## src/rtl/altair_pkg.sv

```systemverilog
// Shared types and defaults for the Altair reset path.
// Holds the sequencer state encoding and the default pulse/settle lengths.
package altair_pkg;

  typedef enum logic [1:0] {
    RS_IDLE,
    RS_ASSERT,
    RS_SETTLE,
    RS_DONE
  } rs_state_t;

  localparam int DEFAULT_PULSE_LEN  = 16;
  localparam int DEFAULT_SETTLE_LEN = 4;

  function automatic int max_int(input int a, input int b);
    return (a > b) ? a : b;
  endfunction

endpackage

```

## src/rtl/sync_edge.sv

```systemverilog
// Multi-flop synchroniser per bit followed by a history flop.
// rise is high for one cycle when a synchronised level goes from 0 to 1.
module sync_edge #(
  parameter int WIDTH  = 4,
  parameter int STAGES = 2
) (
  input  logic             clk,
  input  logic             reset,
  input  logic [WIDTH-1:0] async_in,
  output logic [WIDTH-1:0] sync_out,
  output logic [WIDTH-1:0] rise
);

  logic [WIDTH-1:0] stage [STAGES];
  logic [WIDTH-1:0] hist;

  always_ff @(posedge clk) begin
    if (reset) begin
      for (int i = 0; i < STAGES; i++) stage[i] <= '0;
      hist <= '0;
    end else begin
      stage[0] <= async_in;
      for (int i = 1; i < STAGES; i++) stage[i] <= stage[i-1];
      hist <= stage[STAGES-1];
    end
  end

  assign sync_out = stage[STAGES-1];
  assign rise     = sync_out & ~hist;

endmodule

```

## src/rtl/reset_sequencer.sv

```systemverilog
// Reset sequencer: synchronised, masked trigger edges start a reset pulse,
// a settle interval and a done strobe. Optional cause register: RESET_SEQ_CAUSE_EN.
module reset_sequencer
  import altair_pkg::*;
#(
  parameter int NUM_SRC     = 4,
  parameter int LOAD_IDX    = 0,
  parameter int PULSE_LEN   = DEFAULT_PULSE_LEN,
  parameter int SETTLE_LEN  = DEFAULT_SETTLE_LEN,
  parameter int SYNC_STAGES = 2,
  parameter int SEL_W       = 3
) (
  input  logic               clk,
  input  logic               reset,
  input  logic [NUM_SRC-1:0] trig_in,
  input  logic [NUM_SRC-1:0] trig_mask,
  input  logic [SEL_W-1:0]   sel_in,
  output logic [SEL_W-1:0]   sel_out,
  output logic               machine_reset,
  output logic               busy,
  output logic               done
`ifdef RESET_SEQ_CAUSE_EN
  ,
  input  logic               cause_clr,
  output logic [NUM_SRC-1:0] cause
`endif
);

  localparam int CNT_W = $clog2(max_int(PULSE_LEN, SETTLE_LEN) + 1);
  localparam logic [CNT_W-1:0] PULSE_LAST  = CNT_W'(PULSE_LEN - 1);
  localparam logic [CNT_W-1:0] SETTLE_LAST = (SETTLE_LEN > 0) ? CNT_W'(SETTLE_LEN - 1) : '0;

  rs_state_t state, state_d;
  logic [CNT_W-1:0] cnt, cnt_d;
  logic [NUM_SRC-1:0] sync_lvl_unused;
  logic [NUM_SRC-1:0] rise;
  logic [NUM_SRC-1:0] edge_vec;
  logic any_edge;

  sync_edge #(
    .WIDTH  (NUM_SRC),
    .STAGES (SYNC_STAGES)
  ) u_sync_edge (
    .clk      (clk),
    .reset    (reset),
    .async_in (trig_in),
    .sync_out (sync_lvl_unused),
    .rise     (rise)
  );

  assign edge_vec = rise & ~trig_mask;
  assign any_edge = |edge_vec;

  // A fresh edge always restarts the pulse, taking priority over completion.
  always_comb begin
    state_d = state;
    cnt_d   = cnt;
    case (state)
      RS_IDLE: begin
        if (any_edge) begin
          state_d = RS_ASSERT;
          cnt_d   = '0;
        end
      end
      RS_ASSERT: begin
        if (any_edge) begin
          cnt_d = '0;
        end else if (cnt == PULSE_LAST) begin
          state_d = (SETTLE_LEN == 0) ? RS_DONE : RS_SETTLE;
          cnt_d   = '0;
        end else begin
          cnt_d = cnt + CNT_W'(1);
        end
      end
      RS_SETTLE: begin
        if (any_edge) begin
          state_d = RS_ASSERT;
          cnt_d   = '0;
        end else if (cnt == SETTLE_LAST) begin
          state_d = RS_DONE;
          cnt_d   = '0;
        end else begin
          cnt_d = cnt + CNT_W'(1);
        end
      end
      RS_DONE: begin
        state_d = any_edge ? RS_ASSERT : RS_IDLE;
        cnt_d   = '0;
      end
      default: begin
        state_d = RS_IDLE;
        cnt_d   = '0;
      end
    endcase
  end

  // Outputs are registered copies of the next-state decode.
  always_ff @(posedge clk) begin
    if (reset) begin
      state         <= RS_ASSERT;
      cnt           <= '0;
      machine_reset <= 1'b1;
      busy          <= 1'b1;
      done          <= 1'b0;
      sel_out       <= '0;
    end else begin
      state         <= state_d;
      cnt           <= cnt_d;
      machine_reset <= (state_d == RS_ASSERT);
      busy          <= (state_d == RS_ASSERT) || (state_d == RS_SETTLE);
      done          <= (state_d == RS_DONE);
      if (edge_vec[LOAD_IDX]) sel_out <= sel_in;
    end
  end

`ifdef RESET_SEQ_CAUSE_EN
  // New edges survive a simultaneous clear.
  always_ff @(posedge clk) begin
    if (reset) begin
      cause <= '0;
    end else begin
      cause <= (cause_clr ? '0 : cause) | edge_vec;
    end
  end
`endif

endmodule
```

## config.mk

```make
export PLATFORM = sky130hd
export DESIGN_NAME = reset_sequencer
export DESIGN_NICKNAME = d
export VERILOG_FILES = /design/src/rtl/altair_pkg.sv /design/src/rtl/sync_edge.sv /design/src/rtl/reset_sequencer.sv
export SDC_FILE = /design/constraint.sdc
export NUM_CORES = 1
export LEC_CHECK = 0
export ABC_CLOCK_PERIOD_IN_PS = 2250
export BUFFER_PORTS_ARGS = -buffer_cell sky130_fd_sc_hd__buf_2
export CAP_MARGIN = 15
export CORE_MARGIN = 2
export CORE_UTILIZATION = 40
export DETAILED_ROUTE_END_ITERATION = 16
export PLACE_DENSITY_LB_ADDON = 0.05
export REMOVE_ABC_BUFFERS = 1
export SLEW_MARGIN = 10
export SYNTH_ARGS = -nofsm -noshare
export SYNTH_HDL_FRONTEND = slang
export SYNTH_SLANG_ARGS = --single-unit
export TNS_END_PERCENT = 100
```

## constraint.sdc

```tcl
create_clock -name clk -period 2.25 [get_ports clk]
set_clock_uncertainty 0.05 [all_clocks]
set_input_delay 0 -clock clk [delete_from_list [all_inputs] [get_ports clk]]
set_output_delay 0 -clock clk [all_outputs]
set_load 0.02 [all_outputs]
```

# After elaboration in Yosys (flattened, before gate mapping)
# Memories as Yosys holds them, arrays and structs flattened.
# Cells that the tools add are included.
classes:
  reduce_logical: 3
  muxes: 18
  n_bitwise: 6
  add_sub_neg: 1
  n_eq_ne: 9
ops:
  columns: ["operator", "count"]
  rows:
  - ["$mux W5", 5]
  - ["$pmux W5 S4", 1]
  - ["$mux W2", 5]
  - ["$and A4 B4 Y4", 2]
  - ["$eq A2 B2 Y1 const B", 4]
  - ["$mux W4", 2]
  - ["$not A4 Y4", 2]
  - ["$pmux W2 S4", 1]
  - ["$add A5 B1 Y5 const B", 1]
  - ["$eq A5 B2 Y1 const B", 1]
  - ["$eq A5 B4 Y1 const B", 1]
  - ["$eq A2 B1 Y1 const B", 2]
  - ["$mux W1", 4]
  - ["$reduce_or A4 Y1", 1]
  - ["$logic_not A2 Y1", 1]
  - ["$ne A2 B2 Y1 const B", 1]
  - ["$or A1 B1 Y1", 2]
  - ["$logic_or A1 B1 Y1", 1]
word_totals:
  ff_bits: 17
  word_cells: 45
  ramBits: 8
  inputBits: 13
  out_inout_bits: 6
  memories: 1
mem_list:
  columns: ["name", "words", "word_bits", "read_ports", "rd_clocked_by_memory_dff", "wr", "line", "text"]
  rows:
  - ["u_sync_edge.stage", 2, 4, 2, 0, 2, "sync_edge.sv:14", "logic [WIDTH-1:0] stage [STAGES];"]

# Depth between registers and ports, before layout
depth:
  word_depth: 8
  depth_mapped: 8
  mapped_depth_nobuf: 8

# Hierarchy
# Synthesis repeated with hierarchy kept, for this count alone.
unflattened:
  hier_cells: 119
  hier_area_um2: 1199.9
by_module_without_submodules:
  columns: ["mod", "instances", "cells_per_inst", "area_per_inst_um2", "seq_area_each_um2"]
  rows:
  - ["reset_sequencer", 1, 86, 778.2, 260.2]
  - ["sync_edge", 1, 33, 421.7, 240.2]

# Worst setup path after synthesis
# Ideal clock, no wire load.
synth_path:
  path_type: "register -> register"
  startpoint: "reg cnt[0]"
  endpoint: "reg machine_reset"
  required_time_ps: 2077
  arrival_time_ps: 1865
  path_stages_with_launch: 8
  path_slack_ps: 212
  n_path_buf: 0
  setup_time_ps: 123
  synth_period_minus_slack_ps: 2038
  path_cell_list: "dfxtp_1 ha_1 or4b_4 nor2_4 o221ai_2 and3_1 ha_1 or2_2"
synth_via:
  elab_chain_len: 5
  elab_cells_between_ends: 8
  classes_between: "eq/ne (3); mux (5)"
synth_lines:
  columns: ["item", "line", "text"]
  rows:
  - ["start: declaration", "reset_sequencer.sv:34", "logic [CNT_W-1:0] cnt, cnt_d;"]
  - ["start signal: assignment", "reset_sequencer.sv:108", "cnt <= cnt_d;"]
  - ["$eq A5 B2 Y1 or $eq A5 B4 Y1 (tied branches)", "reset_sequencer.sv:79, reset_sequencer.sv:68", null]
  - ["$mux W2, on equally long branches", "reset_sequencer.sv:79, reset_sequencer.sv:68", null]
  - ["$mux W2, on equally long branches", "reset_sequencer.sv:76, reset_sequencer.sv:66", null]
  - ["$pmux W2 S4 (*)", "reset_sequencer.sv:58", "case (state)"]
  - ["$eq A2 B1 Y1 (*)", "reset_sequencer.sv:109", "machine_reset <= (state_d == RS_ASSERT);"]
  - ["end signal: assignment", "reset_sequencer.sv:109", null]
  - ["end: declaration", "reset_sequencer.sv:19", "output logic machine_reset,"]
# Every way passes the cells marked *; elsewhere a longest branch is shown, timed or not.
# A chain may end at the register's enable or synchronous reset.

# Worst setup path after layout
layout_path:
  startpoint: "reg cnt[1]"
  endpoint: "reg machine_reset"
# The elaborated chain is that of the path after synthesis.

==> flow_summary.toml <==
[status]
outcome = "finished, final reports clean"

[clock_tree]
cts_buffers = 3
clock_path_buffers = 2
clkTransAtPathRegs_ns = 0.13
postCtsSetupBuffers = 0
clkSinkCount = 25
cts_tree = "done"
root_buffer = "clkbuf_4"
htree_num_levels = 1
worstSkewPairLatency_ns = 0.31

[worst_hold_path]
holdPathEnd = "sel_out[0]"
min_from = "reset"
min_path_type = "input pin to register"
hold_depth = 2

[global_route]
grt_pass1_wl_um = 3120
antenna_found_initial = 0
grt_use_total_pct = 12.4
grt.overflow.total = 0
grt_max_degree = 22
grt_pass1_vias = 746

[floorplan]
fp.dieArea_sq_mm = 0.00322
rows = 19
die_y_um = 56.7
fp.dieW_um = 56.7
io_pins = 19
coreArea_sq_mm = 0.00269
initial_core_util_pct = 41.4

[drt]
drtIter0Drc = 10
wire_per_inst_um = 10.8
ant_nets = 0
drtPass1Iterations = 4
routed_via_density = 4.80
drcViolationCount = 0
wl_um = 1820
vias = 807

[synth]
yosysMostFrequentCell = "dfxtp_1"
netlist_area_sq_mm = 0.00111
yosysUniqueCellTypes = 30
synth.largest_area_cell = "dfxtp_1"
avgSynthCellArea_sq_um = 10.0
synth_top_area_share_pct = 45.0
synth-seq-area-share_pct = 45.0
synth-async-reset-ratio_pct = 0
synth_commonest_cells = "dfxtp_1, nor2b_1, ha_1"
synth-edff-count = 0
syn_inst = 111
yosys_warnings = 0
synth_area_leaders = "dfxtp_1, ha_1, nor2b_1"
synth_seq_cells = 25
synth_flop_cell = "dfxtp_1"

[sta]
rsz0062_at_grt = "false"
fin_setup_tns_ns = 0
setup_viol = 0
drv_slew = 0
hold_viol_final = 0
period_minus_slack_ns = 2.11
min_period_over_period_pct = 94.0
tightest_slew_ns = 0.507
fmax_mhz = 473
slew_headroom_pct = 66.0

[place]
placed_area_sq_mm = 0.00123
place_congestion = 0.713
place_hpwl_um = 1290
port_buffers = 18

[power_and_ir_drop]
power_density_mw_per_mm2 = 683
vdd_drop_max_uv = 421
leakagePower_nw = 0.569

[finish]
layout-drive-gt1-share_pct = 21.9
final_area_sq_mm = 0.00133
num_antenna_cells = 0
nets = 161
areaGrowthSynthToFinish_pct = 19.5
fillers = 269

[setup_path]
path_class = "register to register"
crit_required_ns = 2.42
path_cells = "ha_1 > or4b_4 > nor2_4 > o221ai_2 > and3_1 > ha_1 > or2_2"
crit_path_top_delay_cell = "or4b_4"
arrival_ns = 2.28
crit_path_end_kind = "register"
reg2reg_depth = 7
path_max_fanout = 4
r2r_slack_ns = 0.14
startpoint_type = "register"
regToRegEndpoint = "machine_reset"
slowest_delay_ns = 0.50
reg2reg_from = "cnt[1]"
crit_top_cell = "ha_1"

[run]
timing.max_cap.violations = 0
routing by layer:
| metal | wire length, um | track usage, % |
|---|---|---|
| met1 | 913 | 15.3 |
| met2 | 819 | 20.6 |
| met3 | 62 | 2.76 |
| met4 | 24 | 5.10 |
| met5 | 0 | 0 |
sequential cells by signal, summed over array words and instances (netlist names):
name               cells
busy                   1
cnt                    5
done                   1
machine_reset          1
sel_out                3
state                  2
u_sync_edge.hist       4
u_sync_edge.stage      8
stage by stage:
step	hold WS [ns]	power [mW]	worst slack, ns	instances	util, %
floorplan	0.0194	0.654	0.212	108	-
global placement	0.163	0.707	0.151	157	45.7
detailed placement	0.166	0.711	0.100	157	45.7
CTS	0.00478	0.920	0.0928	168	49.4
global route	0.0273	0.962	0.000863	168	49.4
finish	0.00918	0.907	0.136	168	49.4
worst max-delay path: cells and delay by family, from the launching register on:
kind | cells | cell delay, ns
AO/OA/AOI/OAI | 1 | 0.12
AND/OR/NAND/NOR | 4 | 1.10
adder cells (fa/ha/maj) | 2 | 0.37
flip-flops | 1 | 0.37
cell families (layout without fill, tap and decap cells):
family          after synthesis  in the layout  share of synthesized area (%)
fa+ha+maj                    10             10                           11.3
simple gates                 50             50                           28.4
compound gates               15             15                           9.91
flops                        25             25                           45.0
mux                           3              3                           2.70
buf+inv                       8             34                           2.70
timing repair:
item	4_1_cts	5_1_grt
hold buffers	7	0
endpoints found under the hold margin	7	0
endpoints found under the setup margin	0	1
gates resized for setup	0	1
where the power goes:
part           total (mW)  internal, mW  switching [mW]  leakage (nW)
clock network       0.196        0.0664           0.129        0.0177
registers           0.492         0.475          0.0167         0.205
logic               0.220        0.0962           0.124         0.346
total               0.907         0.638           0.270         0.569
cell usage in the layout, fill, tap and decap left out, types with 2 or more instances in the layout:
| cell type | instances |
|---|---|
| dfxtp_1 | 24 |
| buf_2 | 18 |
| nor2b_1 | 15 |
| ha_1 | 10 |
| nand2_1 | 9 |
| dlygate4sd3_1 | 7 |
| inv_1 | 5 |
| nand3_1 | 5 |
| a21oi_1 | 5 |
| nor3b_1 | 4 |
| nor2_1 | 4 |
| mux2i_1 | 3 |
| clkbuf_4 | 3 |
| nor3_1 | 2 |
| nand2b_1 | 2 |
| a31oi_1 | 2 |
| nand3b_1 | 2 |
worst max-delay path by stage:
stage | start | to | cells after the start
after global routing | cnt[1] | machine_reset | 7
after detailed placement | cnt[0] | machine_reset | 7
after CTS | cnt[0] | machine_reset | 7
final | cnt[1] | machine_reset | 7
after global placement | cnt[0] | machine_reset | 7
after floorplan | cnt[0] | machine_reset | 7
layout make-up:
cell class / instances / area [sq um] / share of cell area [%]
clock inverters: 1 / 5.00 / 0.377
multi-input cells: 78 / 581 / 43.7
repair buffers: 25 / 160 / 12.1
inverters: 5 / 18.8 / 1.41
clock buffers: 3 / 22.5 / 1.70
flip-flops and latches: 25 / 502 / 37.8
well taps: 31 / 38.8 / 2.92
Power figures use the tool's default switching activity.
